File: config.mk
export PLATFORM = sky130hd
export DESIGN_NAME = shared_counter_arbiter_flat
export DESIGN_NICKNAME = d
export VERILOG_FILES = /design/src/rtl/shared_counter_arbiter_if.sv /design/src/rtl/shared_counter_arbiter.sv /design/src/flat_wrapper.sv
export SDC_FILE = /design/constraint.sdc
export NUM_CORES = 1
export LEC_CHECK = 0
export ABC_AREA = 1
export BUFFER_PORTS_ARGS = -buffer_cell sky130_fd_sc_hd__buf_2
export CAP_MARGIN = 0
export CORE_ASPECT_RATIO = 0.75
export CORE_UTILIZATION = 57
export DETAILED_ROUTE_END_ITERATION = 10
export HOLD_SLACK_MARGIN = 0.15
export PLACE_DENSITY = 0.85
export SYNTH_ARGS = -nofsm -noshare
export SYNTH_HDL_FRONTEND = slang
export SYNTH_SLANG_ARGS = --single-unit
File: constraint.sdc
create_clock -name clk -period 3.67 [get_ports clk]
set_input_delay 0.5505 -clock clk [delete_from_list [all_inputs] [get_ports clk]]
set_output_delay 0.5505 -clock clk [all_outputs]
set_load 0.01 [all_outputs]
File: src/rtl/shared_counter_arbiter_if.sv
// Bus between two counter requesters and the shared counter arbiter.
// slave: the arbiter side; master: the requester/bench side.
interface shared_counter_arbiter_if #(
   parameter int unsigned WIDTH = 8
);
   logic             req0_valid;
   logic             req1_valid;
   logic [1:0]       req0_op;
   logic [1:0]       req1_op;
   logic [WIDTH-1:0] req0_data;
   logic [WIDTH-1:0] req1_data;
   logic             req0_lock;
   logic             req1_lock;
   logic             req0_ready;
   logic             req1_ready;
   logic             rsp_valid;
   logic             rsp_id;
   logic [WIDTH-1:0] rsp_data;
   logic [WIDTH-1:0] count;
   logic             wrapped;
   logic             wrap_clr;

   modport slave (
      input  req0_valid, req1_valid, req0_op, req1_op, req0_data, req1_data,
      input  req0_lock, req1_lock, wrap_clr,
      output req0_ready, req1_ready, rsp_valid, rsp_id, rsp_data, count, wrapped
   );

   modport master (
      output req0_valid, req1_valid, req0_op, req1_op, req0_data, req1_data,
      output req0_lock, req1_lock, wrap_clr,
      input  req0_ready, req1_ready, rsp_valid, rsp_id, rsp_data, count, wrapped
   );
endinterface

File: src/rtl/shared_counter_arbiter.sv
// Two-requester arbiter in front of one shared up/down/load counter.
// Round-robin when idle; a requester can lock ownership for up to MAX_HOLD grants.
module shared_counter_arbiter #(
   parameter int unsigned WIDTH    = 8,
   parameter int unsigned MAX_HOLD = 4   // legal range 1..15
) (
   input  logic                    clk,
   input  logic                    rst_n,
   shared_counter_arbiter_if.slave bus
);

   localparam int unsigned HOLD_W = 4;
   localparam logic [1:0]  OP_INC = 2'b00;
   localparam logic [1:0]  OP_DEC = 2'b01;
   localparam logic [1:0]  OP_LD  = 2'b10;
   localparam logic [1:0]  OP_CLR = 2'b11;

   typedef enum logic [1:0] {
      ST_IDLE = 2'd0,
      ST_OWN0 = 2'd1,
      ST_OWN1 = 2'd2
   } state_t;

   state_t              r_state;
   state_t              w_state_nxt;
   logic                r_arm;
   logic                r_rr_ptr;
   logic                w_rr_ptr_nxt;
   logic [HOLD_W-1:0]   r_hold;
   logic [HOLD_W-1:0]   w_hold_nxt;
   logic [HOLD_W-1:0]   w_hold_inc;
   logic [WIDTH-1:0]    r_count;
   logic [WIDTH-1:0]    w_count_nxt;
   logic                r_wrapped;
   logic                w_wrapped_nxt;
   logic                w_wrap;
   logic                r_rsp_valid;
   logic                r_rsp_id;
   logic [WIDTH-1:0]    r_rsp_data;
   logic                w_gnt0;
   logic                w_gnt1;
   logic                w_accept;
   logic                w_sel;
   logic                w_lock;
   logic                w_release;
   logic [1:0]          w_op;
   logic [WIDTH-1:0]    w_data;

   // Operand mux follows the granted requester
   assign w_accept   = w_gnt0 | w_gnt1;
   assign w_sel      = w_gnt1;
   assign w_op       = w_sel ? bus.req1_op   : bus.req0_op;
   assign w_data     = w_sel ? bus.req1_data : bus.req0_data;
   assign w_lock     = w_sel ? bus.req1_lock : bus.req0_lock;
   assign w_hold_inc = r_hold + HOLD_W'(1);

   // Grant, ownership and round-robin next state
   always_comb begin
      w_gnt0       = 1'b0;
      w_gnt1       = 1'b0;
      w_release    = 1'b0;
      w_state_nxt  = r_state;
      w_rr_ptr_nxt = r_rr_ptr;
      w_hold_nxt   = r_hold;

      if (r_arm) begin
         unique case (r_state)
            ST_IDLE: begin
               if (bus.req0_valid && bus.req1_valid) begin
                  w_gnt0 = ~r_rr_ptr;
                  w_gnt1 = r_rr_ptr;
               end else begin
                  w_gnt0 = bus.req0_valid;
                  w_gnt1 = bus.req1_valid;
               end
            end
            ST_OWN0: w_gnt0 = bus.req0_valid;
            ST_OWN1: w_gnt1 = bus.req1_valid;
            default: ;
         endcase
      end

      unique case (r_state)
         ST_IDLE: begin
            if (w_accept) begin
               w_rr_ptr_nxt = ~w_sel;
               if (w_lock && (MAX_HOLD > 1)) begin
                  w_state_nxt = w_sel ? ST_OWN1 : ST_OWN0;
                  w_hold_nxt  = HOLD_W'(1);
               end
            end
         end
         ST_OWN0, ST_OWN1: begin
            // Owner went idle, unlocked, or used up its hold budget
            if (!w_accept || !w_lock) begin
               w_release = 1'b1;
            end else if (w_hold_inc >= HOLD_W'(MAX_HOLD)) begin
               w_release = 1'b1;
            end else begin
               w_hold_nxt = w_hold_inc;
            end
            if (w_release) begin
               w_state_nxt  = ST_IDLE;
               w_rr_ptr_nxt = (r_state == ST_OWN0);
               w_hold_nxt   = '0;
            end
         end
         default: begin
            w_state_nxt = ST_IDLE;
            w_hold_nxt  = '0;
         end
      endcase
   end

   // Counter datapath and wrap detection
   always_comb begin
      w_count_nxt = r_count;
      w_wrap      = 1'b0;
      if (w_accept) begin
         unique case (w_op)
            OP_INC: begin
               w_count_nxt = r_count + WIDTH'(1);
               w_wrap      = &r_count;
            end
            OP_DEC: begin
               w_count_nxt = r_count - WIDTH'(1);
               w_wrap      = ~|r_count;
            end
            OP_LD:   w_count_nxt = w_data;
            OP_CLR:  w_count_nxt = '0;
            default: ;
         endcase
      end
      w_wrapped_nxt = w_wrap | (r_wrapped & ~bus.wrap_clr);
   end

   // r_arm keeps the first edge after reset release free of accepts
   always_ff @(posedge clk or negedge rst_n) begin
      if (!rst_n) begin
         r_state     <= ST_IDLE;
         r_arm       <= 1'b0;
         r_rr_ptr    <= 1'b0;
         r_hold      <= '0;
         r_count     <= '0;
         r_wrapped   <= 1'b0;
         r_rsp_valid <= 1'b0;
         r_rsp_id    <= 1'b0;
         r_rsp_data  <= '0;
      end else begin
         r_state     <= w_state_nxt;
         r_arm       <= 1'b1;
         r_rr_ptr    <= w_rr_ptr_nxt;
         r_hold      <= w_hold_nxt;
         r_count     <= w_count_nxt;
         r_wrapped   <= w_wrapped_nxt;
         r_rsp_valid <= w_accept;
         if (w_accept) begin
            r_rsp_id   <= w_sel;
            r_rsp_data <= w_count_nxt;
         end
      end
   end

   assign bus.req0_ready = w_gnt0;
   assign bus.req1_ready = w_gnt1;
   assign bus.rsp_valid  = r_rsp_valid;
   assign bus.rsp_id     = r_rsp_id;
   assign bus.rsp_data   = r_rsp_data;
   assign bus.count      = r_count;
   assign bus.wrapped    = r_wrapped;

endmodule

File: src/flat_wrapper.sv
// flat-port wrapper written by rule: the top's interface ports become plain ports
module shared_counter_arbiter_flat 
#(
   parameter int unsigned WIDTH    = 8,
   parameter int unsigned MAX_HOLD = 4                       
)
  (clk, rst_n, bus_req0_valid, bus_req1_valid, bus_req0_op, bus_req1_op, bus_req0_data, bus_req1_data, bus_req0_lock, bus_req1_lock, bus_wrap_clr, bus_req0_ready, bus_req1_ready, bus_rsp_valid, bus_rsp_id, bus_rsp_data, bus_count, bus_wrapped);
  shared_counter_arbiter_if #(.WIDTH(WIDTH)) bus_i ();
  input  logic clk;
  input  logic rst_n;
  input wire logic [$bits(bus_i.req0_valid)-1:0] bus_req0_valid;
  input wire logic [$bits(bus_i.req1_valid)-1:0] bus_req1_valid;
  input wire logic [$bits(bus_i.req0_op)-1:0] bus_req0_op;
  input wire logic [$bits(bus_i.req1_op)-1:0] bus_req1_op;
  input wire logic [$bits(bus_i.req0_data)-1:0] bus_req0_data;
  input wire logic [$bits(bus_i.req1_data)-1:0] bus_req1_data;
  input wire logic [$bits(bus_i.req0_lock)-1:0] bus_req0_lock;
  input wire logic [$bits(bus_i.req1_lock)-1:0] bus_req1_lock;
  input wire logic [$bits(bus_i.wrap_clr)-1:0] bus_wrap_clr;
  output wire logic [$bits(bus_i.req0_ready)-1:0] bus_req0_ready;
  output wire logic [$bits(bus_i.req1_ready)-1:0] bus_req1_ready;
  output wire logic [$bits(bus_i.rsp_valid)-1:0] bus_rsp_valid;
  output wire logic [$bits(bus_i.rsp_id)-1:0] bus_rsp_id;
  output wire logic [$bits(bus_i.rsp_data)-1:0] bus_rsp_data;
  output wire logic [$bits(bus_i.count)-1:0] bus_count;
  output wire logic [$bits(bus_i.wrapped)-1:0] bus_wrapped;
  assign bus_i.req0_valid = bus_req0_valid;
  assign bus_i.req1_valid = bus_req1_valid;
  assign bus_i.req0_op = bus_req0_op;
  assign bus_i.req1_op = bus_req1_op;
  assign bus_i.req0_data = bus_req0_data;
  assign bus_i.req1_data = bus_req1_data;
  assign bus_i.req0_lock = bus_req0_lock;
  assign bus_i.req1_lock = bus_req1_lock;
  assign bus_i.wrap_clr = bus_wrap_clr;
  assign bus_req0_ready = bus_i.req0_ready;
  assign bus_req1_ready = bus_i.req1_ready;
  assign bus_rsp_valid = bus_i.rsp_valid;
  assign bus_rsp_id = bus_i.rsp_id;
  assign bus_rsp_data = bus_i.rsp_data;
  assign bus_count = bus_i.count;
  assign bus_wrapped = bus_i.wrapped;
  shared_counter_arbiter #(.WIDTH(WIDTH), .MAX_HOLD(MAX_HOLD)) u_core (.clk(clk), .rst_n(rst_n), .bus(bus_i));
endmodule
## Word-level counts from Yosys, hierarchy flattened

Cells that the tools add are included.

| cells by class | value |
|---|---|
| equal/unequal tests | 10 |
| multiplexer cells | 30 |
| order comparisons | 1 |
| reductions and logical operators | 14 |
| bitwise operators | 6 |
| add/subtract/negate cells | 3 |

Operator list:

| kind | number |
|---|---|
| $pmux W8 S4 | 1 |
| $mux W4 | 5 |
| $mux W8 | 2 |
| $mux W1 | 11 |
| $mux W2 | 5 |
| $add A8 B1 Y8 const B | 1 |
| $pmux W1 S2 | 4 |
| $pmux W4 S2 | 1 |
| $reduce_and A8 Y1 | 1 |
| $reduce_or A8 Y1 | 1 |
| $sub A8 B1 Y8 const B | 1 |
| $eq A2 B2 Y1 const B | 3 |
| $ne A2 B1 Y1 const B | 3 |
| $ne A3 B3 Y1 const B | 2 |
| $reduce_and A3 Y1 | 2 |
| $add A4 B1 Y4 const B | 1 |
| $eq A2 B1 Y1 const B | 2 |
| $ge A4 B3 Y1 const B | 1 |
| $logic_not A2 Y1 | 2 |
| $pmux W2 S2 | 1 |
| $reduce_and A4 Y1 | 1 |
| $logic_not A1 Y1 | 3 |
| $not A1 Y1 | 3 |
| $or A1 B1 Y1 | 2 |
| 5 further kinds | 5 |

| word-level totals | value |
|---|---|
| logic and storage cells | 73 |
| register bits | 27 |
| output and inout port bits | 21 |
| input bits | 27 |

## Longest topological paths before layout

Gate-level depths: netlist of run 1.

| depth | value |
|---|---|
| word-level depth | 11 |
| gate-level depth with buffers | 22 |
| depth with buffers taken out | 21 |

## Worst setup path after synthesis of run 1

OpenSTA, ideal clock, no wires.

| timing | value |
|---|---|
| kind | register -> register |
| start | reg u_core.r_state[0] |
| end | reg u_core.r_count[4] (netlist: u_core.bus.count[4]) |
| setup slack | 1.529 ns |
| data arrival time | 2.015 ns |
| path buffers | 1 |
| cell stages (with the launch flop) | 23 |
| library setup time | 0.126 ns |
| required time | 3.544 ns |
| clock period less this slack | 2.141 ns |
| cell sequence | dfrtp_1 inv_1 ha_1 buf_6 nand2_4 nand2_8 nand2_8 nand2_2 nand2_4 nand2_8 nand2_1 nand2_1 inv_1 ha_1 inv_1 nand2_1 nand3_2 inv_2 nand2_1 nand2_1 nand2_1 nand3_1 nand3_1 |

| between the ends | value |
|---|---|
| longest elaborated chain between the ends | 7 |
| elaborated cells on any way between the ends | 16 |
| those cells by class | eq/ne: 5; mux: 8; bitwise: 1; reduce/logical: 2 |

Ends and longest elaborated chain:

| what | RTL line | text |
|---|---|---|
| start: declaration | shared_counter_arbiter.sv:24 | `state_t r_state;` |
| start signal: assignment | shared_counter_arbiter.sv:150 | `r_state <= w_state_nxt;` |
| $eq A2 B2 Y1 or $logic_not A2 Y1 (tied branches) | shared_counter_arbiter.sv:67 | `unique case (r_state)` |
| $pmux W1 S2 | shared_counter_arbiter.sv:67 |  |
| $mux W1 | shared_counter_arbiter.sv:66 | `if (r_arm) begin` |
| $mux W2 | shared_counter_arbiter.sv:52 | `assign w_op = w_sel ? bus.req1_op : bus.req0_op;` |
| $eq A2 B2 Y1 (tied with other cells) | shared_counter_arbiter.sv:120 | `unique case (w_op)` |
| $pmux W8 S4 | shared_counter_arbiter.sv:120 |  |
| $mux W8 * | shared_counter_arbiter.sv:119 | `if (w_accept) begin` |
| named net u_core.w_count_nxt[4] | shared_counter_arbiter.sv:33 | `logic [WIDTH-1:0] w_count_nxt;` |
| end signal: assignment | shared_counter_arbiter.sv:154 | `r_count <= w_count_nxt;` |
| end: declaration | shared_counter_arbiter.sv:32 | `logic [WIDTH-1:0] r_count;` |

Mark *: on every way through the listed nets, which the timed path passes. The rest lies on a longest branch.
A chain may end at the register's enable or synchronous reset.

## Final worst setup path of run 1

| timing | value |
|---|---|
| start | reg u_core.r_state[1] |
| end | reg u_core.r_count[4] (netlist: u_core.bus.count[4]) |

The elaborated chain is that of the path after synthesis.

==> run summary, run 1 <==
Die Ht - 51.6 microns
Syn-to-layout area delta - 16.2%
first-pass GRT wire length - 7020 microns
synthesized area - 1870 sq um
CP dominant cell by count - nand2_1
Leakage Power - 1.23 nW
fin crit share - 0.701
mux contribution to synthesized area - 0
Setup crit end kind - flop
Synth cell types - 31
Worst Path Class, Setup - flop to flop
Post-synth EDFFs - 0
Final HPWL DP - 3300 microns
WHS - 0.273 ns
crit path time final - 2.57 ns
adder-cell share of the synthesized area - 0.0401
core footprint - 3040 sq um
RSZ-0062 raised after global routing - no
Final Wtd Congestion - 0.939
drt drc - 0
layout cells sized above 1 - 0.266
via count - 1773
final setup TNS - 0 ns
Post-CTS Hold Fix Bufs - 0
n_diodes - 0
Root Buffer - clkbuf_8
CTS tree - yes
largest family of logic cells by synthesized area - simple AND/OR/NAND/NOR gates
Synth Area in Simple Gates - 0.406
Avg WL per Cell - 12.5 microns
Final setup viols - 0
Port Buf Inserts - 47
# nets final - 338
CP arrival - 2.72 ns
gr ovfl total - 0
VDD IR max - 0.297 mV
Peak Freq - 389 MHz
slowest CP cell - dfrtp_1
PwrDens - 711 nW/um^2
I/O Pins - 48
DR vias/cell - 5.18
Yosys Warn Count - 0
Die W - 68.2 microns
final core occ - 0.715
Req. time, crit path - 3.82 ns
post-route cell area - 2180 sq um
post-synthesis xor/xnor area fraction - 0.00936
# clock sinks - 27
Final Hold Fails - 0
number of H-tree levels - 1
die area - 3520 sq um
latest clock arrival within the worst-skew pair - 0.27 ns
max capacitance violation total - 0
Final Skew - 0.00758 ns
Synth Net Count - 290
Mapped Avg Cell Area - 7.28 sq um
asr flop ratio synth - 1.00
fin. max-slew vios - 0
setup bufs post-CTS - 0
Slew headroom - 0.601
Power Total - 1.55 mW
Slew @ Worst Pin - 0.598 ns
outcome - finished clean
Synth Flop Type - dfrtp_1
Synth Area in Compound Gates - 0.0882
Filler Cells Inserted - 260
synthesis-stage register bit count - 27
Syn Inst Count - 257
vias in the first global route - 1615
CP Cell Sequence - inv_1 > ha_1 > nand2_4 > nand2_8 > nand2_8 > nand2_4 > nand2_4 > nand2_8 > nand2_1 > nand2_1 > inv_1 > ha_1 > inv_1 > nand2_1 > nand3_2 > inv_2 > nand2_1 > nand3b_1 > nand3_1 > nand3_1
DP Area - 2130 sq um
Slowest Stage Delay on Critical Path - 0.41 ns
Startpoint Class - flop
CTS clk-pin slew, worst paths - 0.09 ns
Tot GR Track Use - 0.267
initial antenna violation count - 0
Post-Route WL - 4260 microns
FP Rows - 17
r2r worst-path depth - 20
Initial Utilization - 0.615
CTS Buffer Depth - 2
First-pass DRT Iterations - 4
DRT iter0 DRCs - 125
sequential share of the synthesized area - 0.361
CTS Buf Count - 3
Antenna Violating Nets Remaining - 0
CP Max Fanout - 16
HP Class - input pin to asynchronous set/reset pin
largest net degree at the start of global routing - 28
post_cts resized - 0
==> layout by cell type, fill, tap and decap left out, types with 2 or more instances in the layout <==
cell       n
a21oi_1    6
buf_2     47
clkbuf_8   3
dfrtp_1   27
ha_1       6
inv_1     33
inv_2      7
nand2_1   83
nand2_2    7
nand2_4    6
nand2_8    3
nand3_1   33
nand3_2    3
nor2_1     7
nor2_2     2
nor3_1     2
o211ai_1   2
o21ai_0   10
o21ai_1    3
o21bai_1   2
xor2_1     2
==> flip-flops by register name, indices dropped and copies added (netlist names) <==
name / cells
u_core.bus.wrapped: 1
u_core.bus.rsp_data: 8
u_core.bus.rsp_valid: 1
u_core.r_state: 2
u_core.r_arm: 1
u_core.r_rr_ptr: 1
u_core.r_hold: 4
u_core.bus.count: 8
u_core.bus.rsp_id: 1
==> power breakdown <==
part           total, mW  internal (mW)  switching (mW)
Combinational      0.873          0.314           0.560
Sequential         0.506          0.404           0.102
Clock              0.168         0.0777          0.0899
Total               1.55          0.795           0.752
==> final timing paths <==
path	from	endpoint	slack, ns
worst max-delay path	u_core.r_state[1]$_DFFE_PN0P_	u_core.bus.count[4]$_DFF_PN0_	1.10
worst min-delay path	rst_n	u_core.bus.rsp_id$_DFFE_PN0N_	0.27
worst max register to register	u_core.r_state[1]$_DFFE_PN0P_	u_core.bus.count[4]$_DFF_PN0_	1.10
worst min register to register	u_core.bus.rsp_data[0]$_DFFE_PN0N_	u_core.bus.rsp_data[0]$_DFFE_PN0N_	0.48
max in group asynchronous	rst_n	u_core.bus.count[4]$_DFF_PN0_	3.00
min in group clk	bus_wrap_clr	u_core.bus.wrapped$_DFF_PN0_	0.45
==> worst max-delay path: cells and delay by family, from the launching register on <==
family,cells,cell delay [ns]
buffers and inverters,4,0.23
DFF,1,0.41
and+or+nand+nor,14,1.28
adders and majority gates,2,0.53
==> per-layer routing <==
| layer | global-route usage | routed length [microns] | part of all wire |
|---|---|---|---|
| met1 | 0.374 | 2140 | 0.50 |
| met2 | 0.435 | 1870 | 0.44 |
| met3 | 0.0548 | 244 | 0.057 |
| met4 | 0.0313 | 4 | 0.00094 |
| met5 | 0 | 0 | 0 |
==> kinds of logic (layout without fill, tap and decap cells) <==
family	count (synthesis)	count (layout)
AO/OA/AOI/OAI	27	27
XOR/XNOR	2	2
adder cells (fa/ha/maj)	6	6
buffers and inverters	44	91
flip-flops	27	27
other	1	1
AND/OR/NAND/NOR	150	150
==> synthesized netlist by cell type, types with 2 or more instances <==
cell type,count,share of area
ha_1,6,0.040
xor2_1,2,0.0094
nand2_1,83,0.17
inv_1,33,0.066
nand2_2,7,0.023
o21ai_0,10,0.027
a21oi_1,6,0.016
nand3_2,3,0.016
nor2_1,7,0.014
nor2_2,2,0.0067
nand3_1,33,0.088
o21bai_1,2,0.0080
dfrtp_1,27,0.36
inv_2,7,0.014
o211ai_1,2,0.0080
nand2_8,3,0.032
o21ai_1,3,0.0080
clkbuf_1,2,0.0040
nand2_4,6,0.036
nor3_1,2,0.0053
==> final cells by class <==
type / instances / area [sq um] / area share
Timing Repair Buffer: 47 / 235 / 0.108
Multi-Input combinational cell: 186 / 1020 / 0.470
Inverter: 40 / 150 / 0.0690
Clock buffer: 4 / 45.0 / 0.0207
Tap cell: 38 / 47.5 / 0.0219
Sequential cell: 27 / 676 / 0.311
==> metrics by stage <==
stage / instances / setup WS [ns]
6_report: 342 / 1.10
4_1_cts: 342 / 1.11
3_5_place_dp: 338 / 1.13
5_1_grt: 342 / 0.823
2_1_floorplan: 257 / 1.53
3_3_place_gp: 338 / 1.28
Note: power is estimated with default switching activity, not from simulation.
==> inputs of run 2 (changes only) <==
- CORE_UTILIZATION: 57 -> 53
- PLACE_DENSITY: 0.85 -> 0.8
- clock period: 3.67 -> 2.7 ns (I/O delays scaled with it)
==> run 2 against run 1 <==
  * The flow now finishes with violations (design-rule violations)
  * Die area increased by 7.3%
  * Clock power increased by 34%
  * Setup slack got worse by 0.77 ns
  * Sequential share of layout area decreased by 0.27 points
  * Critical path depth unchanged
  * Combinational power increased by 36%
  * Via count decreased by 1.4%
  * Hold slack got worse by 0.14 ns
  * First-iteration DRC count decreased by 8.0%
  * Global-route usage decreased by 2.1 points
  * Cell count increased by 1.2%
  * Core utilization decreased by 5.7 points
  * Largest power group unchanged
==> run summary, run 2 (synthesized netlist as in run 1, its figures left out) <==
outcome - finished with violations (was finished clean)
failing checks - design-rule violations
Int Pwr - 1.09 mW (was 795 uW)
Post-Route WL - 4160 microns (was 4260 microns)
max capacitance violation total - 0 (unchanged)
Avg WL per Cell - 12.0 microns (was 12.5 microns)
Final Hold Fails - 0 (unchanged)
fin. max-slew vios - 0 (unchanged)
Leakage Power - 1.24 nW (was 1.23 nW)
Switching Share - 0.482 (was 0.486)
Slew headroom - 0.595 (was 0.601)
PwrDens - 961 nW/um^2 (was 711 nW/um^2)
drt drc - 10 (was 0)
Antenna Violating Nets Remaining - 0 (unchanged)
Port Buf Inserts - 47 (unchanged)
core footprint - 3330 sq um (was 3040 sq um)
Die Ht - 53.5 microns (was 51.6 microns)
via count - 1748 (was 1773)
gr ovfl total - 0 (unchanged)
Comb power frac - 0.567 (was 0.564)
post-route non-filler standard cell count - 346 (was 342)
clock network fraction of design power - 0.107 (was 0.108)
Syn-to-layout area delta - 17.2% (was 16.2%)
Req. time, crit path - 2.85 ns (was 3.82 ns)
largest net degree at the start of global routing - 28 (unchanged)
Tot GR Track Use - 0.247 (was 0.267)
Worst Path Class, Setup - flop to flop (unchanged)
die area - 3780 sq um (was 3520 sq um)
Setup crit end kind - flop (unchanged)
VDD IR max - 0.377 mV (was 0.297 mV)
first-pass GRT wire length - 7160 microns (was 7020 microns)
RSZ-0062 raised after global routing - no (unchanged)
Startpoint Class - flop (unchanged)
initial antenna violation count - 0 (unchanged)
vias in the first global route - 1648 (was 1615)
HP Class - input pin to asynchronous set/reset pin (unchanged)
Die W - 70.6 microns (was 68.2 microns)
Post-CTS Hold Fix Bufs - 0 (unchanged)
CP Max Fanout - 16 (unchanged)
placed cell count - 342 (was 338)
Initial Utilization - 0.562 (was 0.615)
First-pass DRT Iterations - 7 (was 4)
Final setup viols - 0 (unchanged)
DRT iter0 DRCs - 115 (was 125)
Final Wtd Congestion - 0.921 (was 0.939)
# clock sinks - 27 (unchanged)
I/O Pins - 48 (unchanged)
CTS clk-pin slew, worst paths - 0.09 ns (about the same)
layout cells sized above 1 - 0.275 (was 0.266)
number of H-tree levels - 1 (unchanged)
setup bufs post-CTS - 0 (unchanged)
Seq pwr share - 0.327 (about the same)
WHS - 0.137 ns (was 0.273 ns)
Slew @ Worst Pin - 0.608 ns (was 0.598 ns)
final setup TNS - 0 ns (unchanged)
CTS tree - yes (unchanged)
Peak Freq - 421 MHz (was 389 MHz)
CTS Buffer Depth - 2 (unchanged)
Final HPWL DP - 3210 microns (was 3300 microns)
latest clock arrival within the worst-skew pair - 0.27 ns (about the same)
commonest non-fill, non-tap cells in the layout - nand2_1, buf_2, inv_1, nand3_1, dfrtp_1 (unchanged)
most common cell after layout, fill and taps aside - nand2_1 (unchanged)
post_cts resized - 0 (unchanged)
CP arrival - 2.53 ns (was 2.72 ns)
crit path time final - 2.38 ns (was 2.57 ns)
Psw - 1.02 mW (was 752 uW)
n_diodes - 0 (unchanged)
Final Skew - 0.00471 ns (was 0.00758 ns)
# nets final - 340 (was 338)
DR vias/cell - 5.05 (was 5.18)
FP Rows - 18 (was 17)
Root Buffer - clkbuf_8 (unchanged)
fin crit share - 0.880 (was 0.701)
CTS Buf Count - 3 (unchanged)
## run 2: changes by cell type in the layout (fill, tap and decap cells not counted)
cell / previous run / this run
clkbuf_1: 1 / 0
clkinv_2: 0 / 1
buf_4: 0 / 2
## run 2: final timing paths
kind / slack [ns] / from / cells past startpoint / end
max in group asynchronous: 2.17 / rst_n / 1 / u_core.bus.rsp_data[4]$_DFFE_PN0N_
worst max-delay path: 0.32 / u_core.r_state[1]$_DFFE_PN0P_ / 20 / u_core.bus.rsp_data[4]$_DFFE_PN0N_
worst max register to register: 0.32 / u_core.r_state[1]$_DFFE_PN0P_ / 20 / u_core.bus.rsp_data[4]$_DFFE_PN0N_
worst min register to register: 0.49 / u_core.bus.rsp_id$_DFFE_PN0N_ / 2 / u_core.bus.rsp_id$_DFFE_PN0N_
worst min-delay path: 0.14 / rst_n / 1 / u_core.bus.rsp_id$_DFFE_PN0N_
min in group clk: 0.30 / bus_wrap_clr / 2 / u_core.bus.wrapped$_DFF_PN0_
## run 2: through the flow
step | utilization | cell area, sq um | setup WS [ns] | power (mW)
2_1_floorplan | - | 1870 | 0.559 | 1.56
3_3_place_gp | 0.645 | 2150 | 0.426 | 1.86
3_5_place_dp | 0.645 | 2150 | 0.311 | 1.88
4_1_cts | 0.658 | 2190 | 0.313 | 2.12
5_1_grt | 0.658 | 2190 | 0.0584 | 2.32
6_report | 0.658 | 2190 | 0.323 | 2.11
## run 2: power by group through the flow
stage               clock, mW  combinational (mW)  sequential [mW]
floorplan                   0               0.839            0.724
global placement            0                1.17            0.692
detailed placement          0                1.19            0.697
CTS                     0.236                1.20            0.688
global route            0.248                1.36            0.710
finish                  0.225                1.19            0.689
## run 2: routing by layer
metal  up-vias  global-route usage  wire length (microns)
met1       780               0.326                   2080
met2        50               0.427                   1820
met4         0              0.0500                     22
met5         -                   0                      0
li1        914                   -                      -
met3         4              0.0476                    233
## run 2: final cells by class
type / instances / area (sq um)
repair buffers: 49 / 250
inverters: 40 / 150
well taps: 40 / 50.0
clock buffers: 3 / 41.3
fillers: 301 / 1140
multi-input cells: 186 / 1020
flip-flops and latches: 27 / 676
clock inverters: 1 / 5.00
## run 2: critical path, stage by stage (launching register included)
cell      delay, ns
dfrtp_1        0.41
inv_1          0.11
ha_1           0.22
nand2_4        0.08
nand2_8        0.08
nand2_8        0.10
nand2_4        0.08
nand2_4        0.11
nand2_8        0.14
nand2_1        0.06
nand2_1        0.05
inv_1          0.04
ha_1           0.17
inv_1          0.05
nand2_1        0.08
nand3_2        0.11
inv_2          0.04
nand2_1        0.07
nand3b_1       0.08
nand3_1        0.11
nand3_1        0.08
